## src/rtl/debug_halt_ctrl_pkg.sv

```systemverilog
// Shared types and defaults for the core-side debug halt/step controller.
package DebugStruct;
  typedef enum logic [1:0] {
    RUN  = 2'b00,
    HALT = 2'b01,
    STEP = 2'b10
  } DebugHaltState;

  localparam int DEBUG_STEP_TIMEOUT_DEF = 1024;
endpackage

```

## src/rtl/debug_edge_detect.sv

```systemverilog
// Rising-edge pulse generator with a single flop of history.
module debug_edge_detect (
  input  logic clk,
  input  logic rstn,
  input  logic din,
  output logic rise
);
  logic q;

  always_ff @(posedge clk or negedge rstn)
    if (!rstn) q <= 1'b0;
    else       q <= din;

  assign rise = din & ~q;
endmodule

```

## src/rtl/debug_halt_ctrl.sv

```systemverilog
// Halt/step FSM: drives the pipeline-wide stall and exports step/halt status.
module debug_halt_ctrl
  import DebugStruct::*;
#(
  parameter int STEP_TIMEOUT = DEBUG_STEP_TIMEOUT_DEF,
  parameter int CNT_W        = 32
) (
  input  logic             clk,
  input  logic             rstn,
  input  logic             debug_flag,
  input  logic             debug_step,
  input  logic             commit_valid,
  output logic             cpu_stall,
  output logic             halted,
  output logic             stepping,
  output logic             step_done,
  output logic             step_timeout,
  output logic [CNT_W-1:0] step_count,
  output logic [CNT_W-1:0] halt_cycles,
  output DebugHaltState    state
);
  localparam int TW = (STEP_TIMEOUT > 2) ? $clog2(STEP_TIMEOUT) : 1;
  localparam logic [TW-1:0]    TMO_LAST = TW'(STEP_TIMEOUT - 1);
  localparam logic [CNT_W-1:0] CNT_MAX  = '1;

  logic          step_rise, commit;
  logic [TW-1:0] timer, timer_nxt;
  DebugHaltState state_nxt;
  logic          tmo_nxt, done_nxt, cnt_clr, cnt_inc, hc_clr;

  debug_edge_detect u_step_edge (
    .clk  (clk),
    .rstn (rstn),
    .din  (debug_step),
    .rise (step_rise)
  );

  assign commit   = commit_valid & ~cpu_stall;
  assign halted   = (state != RUN);
  assign stepping = (state == STEP);

  always_comb begin
    state_nxt = state;
    timer_nxt = '0;
    tmo_nxt   = step_timeout;
    done_nxt  = 1'b0;
    cnt_clr   = 1'b0;
    cnt_inc   = 1'b0;
    hc_clr    = 1'b0;
    if (!debug_flag) begin
      state_nxt = RUN;
      tmo_nxt   = 1'b0;
    end else begin
      case (state)
        RUN: begin
          // A step edge coinciding with the halt request is dropped.
          state_nxt = HALT;
          cnt_clr   = 1'b1;
          hc_clr    = 1'b1;
        end
        HALT: if (step_rise) begin
          state_nxt = STEP;
          tmo_nxt   = 1'b0;
        end
        STEP: begin
          if (commit) begin
            state_nxt = HALT;
            cnt_inc   = 1'b1;
            done_nxt  = 1'b1;
          end else if (timer == TMO_LAST) begin
            state_nxt = HALT;
            tmo_nxt   = 1'b1;
          end else begin
            timer_nxt = timer + 1'b1;
          end
        end
        default: state_nxt = HALT;
      endcase
    end
  end

  always_ff @(posedge clk or negedge rstn) begin
    if (!rstn) begin
      state        <= RUN;
      cpu_stall    <= 1'b0;
      step_done    <= 1'b0;
      step_timeout <= 1'b0;
      step_count   <= '0;
      halt_cycles  <= '0;
      timer        <= '0;
    end else begin
      state        <= state_nxt;
      // Stall is asserted exactly when the next state is HALT, so the cycle
      // after a step's commit edge is already frozen.
      cpu_stall    <= (state_nxt == HALT);
      step_done    <= done_nxt;
      step_timeout <= tmo_nxt;
      timer        <= timer_nxt;
      if (cnt_clr)                            step_count <= '0;
      else if (cnt_inc && step_count != CNT_MAX) step_count <= step_count + 1'b1;
      if (hc_clr)                                  halt_cycles <= '0;
      else if (state != RUN && halt_cycles != CNT_MAX) halt_cycles <= halt_cycles + 1'b1;
    end
  end
endmodule

```

## config.mk

```make
export PLATFORM = sky130hd
export DESIGN_NAME = debug_halt_ctrl
export DESIGN_NICKNAME = d
export VERILOG_FILES = /design/src/rtl/debug_halt_ctrl_pkg.sv /design/src/rtl/debug_edge_detect.sv /design/src/rtl/debug_halt_ctrl.sv
export SDC_FILE = /design/constraint.sdc
export NUM_CORES = 1
export LEC_CHECK = 0
export BUFFER_PORTS_ARGS = -buffer_cell sky130_fd_sc_hd__buf_2
export CAP_MARGIN = 15
export CORE_MARGIN = 2
export CORE_UTILIZATION = 55
export DETAILED_ROUTE_END_ITERATION = 7
export PLACE_DENSITY = 0.78
export SKIP_CTS_REPAIR_TIMING = 1
export SLEW_MARGIN = 20
export SYNTH_ARGS = -nofsm -noshare
export SYNTH_HDL_FRONTEND = slang
export SYNTH_HIERARCHICAL = 1
export SYNTH_SLANG_ARGS = --single-unit
```

## constraint.sdc

```tcl
create_clock -name clk -period 3.9 [get_ports clk]
set_input_delay 0.195 -clock clk [delete_from_list [all_inputs] [get_ports clk]]
set_output_delay 0.195 -clock clk [all_outputs]
set_load 0.01 [all_outputs]
```

; Yosys cells after proc, flatten, opt, wreduce, memory -nomap -nowiden
; Index checks and enable logic that the tools add are counted.
[totals]
latchBits = 0
ramBits = 0
in_bits = 5
wordCells = 55
register_bits = 80
memories = 0
out_inout_bits = 71
mem_bits_ro = 0
[op_classes]
n_bitwise = 4
multipliers = 0
n_eq_ne = 10
n_lt_le_gt_ge = 0
n_addsub = 3
div_mod_pow = 0
shifts = 0
mux = 23
reduce_logical = 7
[ops]
columns = operator, n
row1 = 32-bit two-way mux, 4
row2 = "32-bit by 1-bit adder with 32-bit output, second input constant", 2
row3 = "32-bit != test, second input constant", 2
row4 = 10-bit two-way mux, 4
row5 = "10-bit by 1-bit adder with 10-bit output, second input constant", 1
row6 = "10-bit equality test, second input constant", 1
row7 = 1-bit two-way mux, 9
row8 = 2-bit two-way mux, 4
row9 = "3-bit != test, second input constant", 2
row10 = 2-bit nonzero test, 3
row11 = "2-bit by 1-bit equality test with 1-bit output, second input constant", 2
row12 = 2-bit case mux with 2 select lines, 1
row13 = 4-bit AND reduction, 1
row14 = "3-bit by 1-bit != test with 1-bit output, second input constant", 1
row15 = "3-bit by 2-bit != test with 1-bit output, second input constant", 1
row16 = 1-bit AND, 2
row17 = "2-bit equality test, second input constant", 1
row18 = 1-bit logical AND, 2
row19 = 2-bit zero test, 1
row20 = 1-bit inverter, 2
row21 = 1-bit case mux with 2 select lines, 1

; Depth between registers and ports, before layout
[logic_depth]
ltp_word = 8
depth_mapped = 8
depth_no_buf = 8

; Modules after synthesis
; The synthesis kept the hierarchy.
[modules_own_cells]
columns = module, area_per_inst_um2, seq_area_each_um2, cells_per_inst, n_inst
row1 = debug_halt_ctrl, 4541.9, 1976.9, 512, 1
row2 = debug_edge_detect, 38.8, 25.0, 2, 1

; Worst setup path after synthesis
; OpenSTA, ideal clock, no wires.
[synth_path]
kind = reg2reg
start = reg state[0]
end = reg step_count[31]
n_path_buf = 0
path_stages_with_launch = 8
t_arrival_ns = 2.329
synth_period_minus_slack_ns = 2.407
slack_ns = 1.493
t_required_ns = 3.822
cell_sequence = dfrtp_1 inv_1 ha_1 nand4b_2 nor4_2 nand3_1 or4_1 a21oi_1
[synth_between]
elab_chain_cells = 5
word_cells_on_any_way = 9
[synth_rtl]
columns = element, line
row1 = start: declaration, debug_halt_ctrl.sv:20  ; output DebugHaltState state
row2 = start signal: assignment, debug_halt_ctrl.sv:92  ; state <= state_nxt;
row3 = 2-bit equality test, --
row4 = named net stepping, debug_halt_ctrl.sv:15  ; output logic stepping,
row5 = 1-bit two-way mux, debug_halt_ctrl.sv:54  ; case (state)
row6 = 1-bit two-way mux, debug_halt_ctrl.sv:50  ; if (!debug_flag) begin
row7 = 1-bit logical AND, debug_halt_ctrl.sv:100  ; else if (cnt_inc && step_count != CNT_MAX) step_count <= step_count + 1'b1;
row8 = 2-bit nonzero test (no source line), --
row9 = end signal: assignment, debug_halt_ctrl.sv:100
row10 = end: declaration, debug_halt_ctrl.sv:18  ; output logic [CNT_W-1:0] step_count,
; The timed path passes the listed nets, and every way through them passes these cells.
; A chain may end at the register's enable or synchronous reset.

; Worst setup path after layout
[layout_path]
start = reg halt_cycles[0]
end = reg halt_cycles[7]
[layout_between]
elab_chain_cells = 3
word_cells_on_any_way = 6
[layout_rtl]
columns = element, line
row1 = start: declaration, debug_halt_ctrl.sv:19  ; output logic [CNT_W-1:0] halt_cycles,
row2 = start signal: assignment, debug_halt_ctrl.sv:102  ; else if (state != RUN && halt_cycles != CNT_MAX) halt_cycles <= halt_cycles + 1'b1;
row3 = 32-bit by 1-bit adder with 32-bit output or 32-bit != test (tied branches), debug_halt_ctrl.sv:102
row4 = 32-bit two-way mux or 1-bit logical AND (tied branches), debug_halt_ctrl.sv:102
row5 = 32-bit two-way mux or 2-bit nonzero test (tied branches), --
; Parallel ways exist; a longest one is shown, timed or not. The select of a mux whose other input is x is not followed.

==> results.sh <==
export IMPL_status="finished, final reports clean"
export IMPL_cts_root_buf="clkbuf_8"
export IMPL_p_int_uw=1340
export IMPL_grtUsageMet1=0.377
export IMPL_crit_path_start_kind="register"
export IMPL_drtIter0Drc=344
export IMPL_antenna_cells=0
export IMPL_hold_viol_final=0
export IMPL_drtAntennaViolNets=0
export IMPL_yosysUniqueCellTypes=58
export IMPL_worstPathRequired_ns=4.13
export IMPL_post_route_min_period_ns=2.71
export IMPL_crit_slowest_cell="nor3_2"
export IMPL_crit_chain="ha_1, and2_0, nand4_1, nor3_2, o311ai_0, o41ai_1"
export IMPL_syn_area_per_cell_um2=8.91
export IMPL_setup_worst_path_start="halt_cycles[0]"
export IMPL_yosys_warnings=6
export IMPL_die_width_um=95.3
export IMPL_rows=33
export IMPL_cts_tree="yes"
export IMPL_met2_usage=0.413
export IMPL_hold_path_depth=3
export IMPL_clkPwrFrac=0.391
export IMPL_grtUsageTotal=0.263
export IMPL_clk_pin_slew_ns=0.08
export IMPL_layout_drive_gt1_share=0.174
export IMPL_min_from="debug_flag"
export IMPL_start_util=0.563
export IMPL_setup_slack_ns=1.19
export IMPL_via_count=4402
export IMPL_slew_violations=0
export IMPL_power_leakage_uw=0.00220
export IMPL_fillCellCount=710
export IMPL_crit_path_end_kind="register"
export IMPL_grtUsageMet3=0.0379
export IMPL_fin_crit_sh=0.696
export IMPL_holdWs_ns=0.190
export IMPL_yosys_most_used_dff="dfrtp_1"
export IMPL_synthArstFlopShare=1.00
export IMPL_p_seq_frac=0.496
export IMPL_antenna_found_initial=0
export IMPL_worstHoldPathType="primary input to register"
export IMPL_path_class="register to register"
export IMPL_insertion_delay_ns=0.34
export IMPL_rr_startpoint="halt_cycles[0]"
export IMPL_regArea_um2=2000
export IMPL_post_place_ws_ns=1.27
export IMPL_p_per_area_nw_per_um2=341
export IMPL_cpPeakStageDelay_ns=0.87
export IMPL_wl_per_cell_um=16.7
export IMPL_fmax_mhz=369
export IMPL_portBuffers=75
export IMPL_core_area_um2=8130
export IMPL_mappedNetlistNets=525
export IMPL_ir_worst_vdd_mv=0.249
export IMPL_relSlewSlack=0.358
export IMPL_grt_max_degree=81
export IMPL_nNetsFinal=597
export IMPL_final_setup_viol_count=0
export IMPL_switchingPower_uw=468
export IMPL_cts_made_buffers=9
export IMPL_path_max_fanout=16
export IMPL_worst_slew_pin_slew_ns=0.958
export IMPL_gr_total_overflow=0
export IMPL_die_area_um2=9070
export IMPL_skew_ns=0.0111
export IMPL_swShare=0.259
export IMPL_dp_hpwl_mm=8.13
export IMPL_grt_pass1_vias=4027
export IMPL_r2r_cells=6
export IMPL_drc=0
export IMPL_io_pins=76
export IMPL_htree_levels=3
export IMPL_multi_input_area_um2=2430
export IMPL_syn_inst=514
export IMPL_synth_edff_count=0
export IMPL_clock_sinks=80
export IMPL_worstPathArrival_ns=2.95
export IMPL_yosys_register_bits=80
export IMPL_wl_mm=11.6
export IMPL_grt_setup_unrepaired="no"
export IMPL_via_per_inst=6.32
export IMPL_clock_path_buffers=2
export IMPL_gp_congestion=0.938
export IMPL_ys_seq_area_frac=0.437
export IMPL_setup_tns_ns=0
export IMPL_syn_area_um2=4580
export IMPL_die_h_um=95.3
export IMPL_syn_to_final_growth_pct=15.7
export IMPL_top_usage_layer="met2"
export IMPL_maxCapViolCount=0
export IMPL_first_pass_iters=5
export IMPL_comb_power_share=0.113
export IMPL_grt_pass1_wl_mm=19.1
final timing paths:
| check | endpoint | slack (ns) |
|---|---|---|
| max reg2reg | halt_cycles[7] | 1.19 |
| min | state[0] | 0.19 |
| max in group asynchronous | halt_cycles[24] | 2.95 |
| min in group asynchronous | step_count[9] | 0.45 |
| min reg2reg | timer[0] | 0.51 |
| max | halt_cycles[7] | 1.19 |
metal layers:
metal  vias up  routed length [um]  part of all wire
met5         -                   0                 0
met4         0                 140             0.012
met3        18                 728             0.063
met2       182                5450              0.47
met1      2103                5300              0.46
li1       2099                   -                 -
per-stage QoR:
stage               power, uW   util  instance area (um2)  std cells
floorplan                1020      -                 4580        514
global placement         1110  0.620                 5040        678
detailed placement       1110  0.620                 5040        678
CTS                      1810  0.649                 5280        694
global route             1880  0.651                 5300        696
finish                   1810  0.651                 5300        696
layout by cell type, fill, tap and decap left out, types with 7 or more instances in the layout:
master	n
nor3_1	15
nand3_1	32
dfrtp_1	80
nand2_1	52
or4_1	17
and4_1	12
xor2_1	12
o21ai_0	28
nand4_1	18
or3_1	18
buf_2	74
a31oi_1	14
inv_1	16
nor2_1	30
xnor2_1	9
clkbuf_8	12
o31ai_1	13
nor4_1	7
a21oi_1	32
worst max-delay path: cells and delay by family, from the launching register on:
| kind | cells | cell delay, ns |
|---|---|---|
| AOI/OAI and AO/OA | 2 | 0.39 |
| adders and majority gates | 1 | 0.23 |
| DFF | 1 | 0.46 |
| and+or+nand+nor | 3 | 1.52 |
logic make-up (layout without fill, tap and decap cells):
kind of cell               Yosys count  in the layout  synth area share
DFF                                 80             80             0.437
adders and majority gates            6              6            0.0164
muxes                                2              2           0.00437
and+or+nand+nor                    233            233             0.283
buffers and inverters               38            115            0.0322
xor gates and xnor gates            21             21            0.0402
AOI/OAI and AO/OA                  134            134             0.187
registers in the layout, summed over array words and instances (netlist names):
| name | flops |
|---|---|
| halt_cycles | 32 |
| timer | 10 |
| state | 2 |
| step_count | 32 |
| step_done | 1 |
| cpu_stall | 1 |
| step_timeout | 1 |
| u_step_edge/q | 1 |
cell usage after synthesis, types with 2 or more instances:
library cell   n  area [um2]
ha_1           6        75.1
o31ai_1       13        97.6
inv_1         16        60.1
nor3_1        15        75.1
nor4_2         2        25.0
o21bai_1       2        15.0
a2111oi_0      2        17.5
xnor2_1        9        78.8
a211oi_1       3        22.5
or4b_1         2        20.0
o211ai_1       6        45.0
a31oi_1       14        87.6
nand2_1       52         195
and3_1         6        37.5
o311ai_0       5        43.8
mux2i_1        2        20.0
xor2_1        12         105
nor2_1        31         116
and2_0         2        12.5
o41ai_1        5        43.8
and2_1         2        12.5
nand2b_1       5        31.3
and4_1        12         105
a21oi_1       32         160
o21ai_1        6        30.0
clkinv_1       2        7.51
o21ai_0       28         140
nand4_1       18         113
buf_2          3        15.0
a22oi_1        2        15.0
dfrtp_1       80        2000
or4_1         17         128
or3_1         18         113
o2111ai_1      3        26.3
nor2b_1        2        12.5
nand3_1       32         160
a311oi_1       2        17.5
o21a_1         4        30.0
clkbuf_1      16        60.1
nor4_1         7        43.8
power groups by stage:
| stage | clock, uW | combinational (uW) | sequential, uW |
|---|---|---|---|
| global placement | 0 | 199 | 907 |
| finish | 707 | 204 | 895 |
| detailed placement | 0 | 201 | 911 |
| CTS | 716 | 202 | 894 |
| floorplan | 0 | 104 | 917 |
| global route | 754 | 226 | 901 |
cell type report:
type / instances / area share
Clock inverter: 2 / 0.0113
Inverter: 18 / 0.0128
Timing Repair Buffer: 81 / 0.0815
Clock buffer: 14 / 0.0326
Tap cell: 105 / 0.0248
Multi-Input combinational cell: 396 / 0.459
Sequential cell: 80 / 0.378
(Power assumes the default switching activity.)
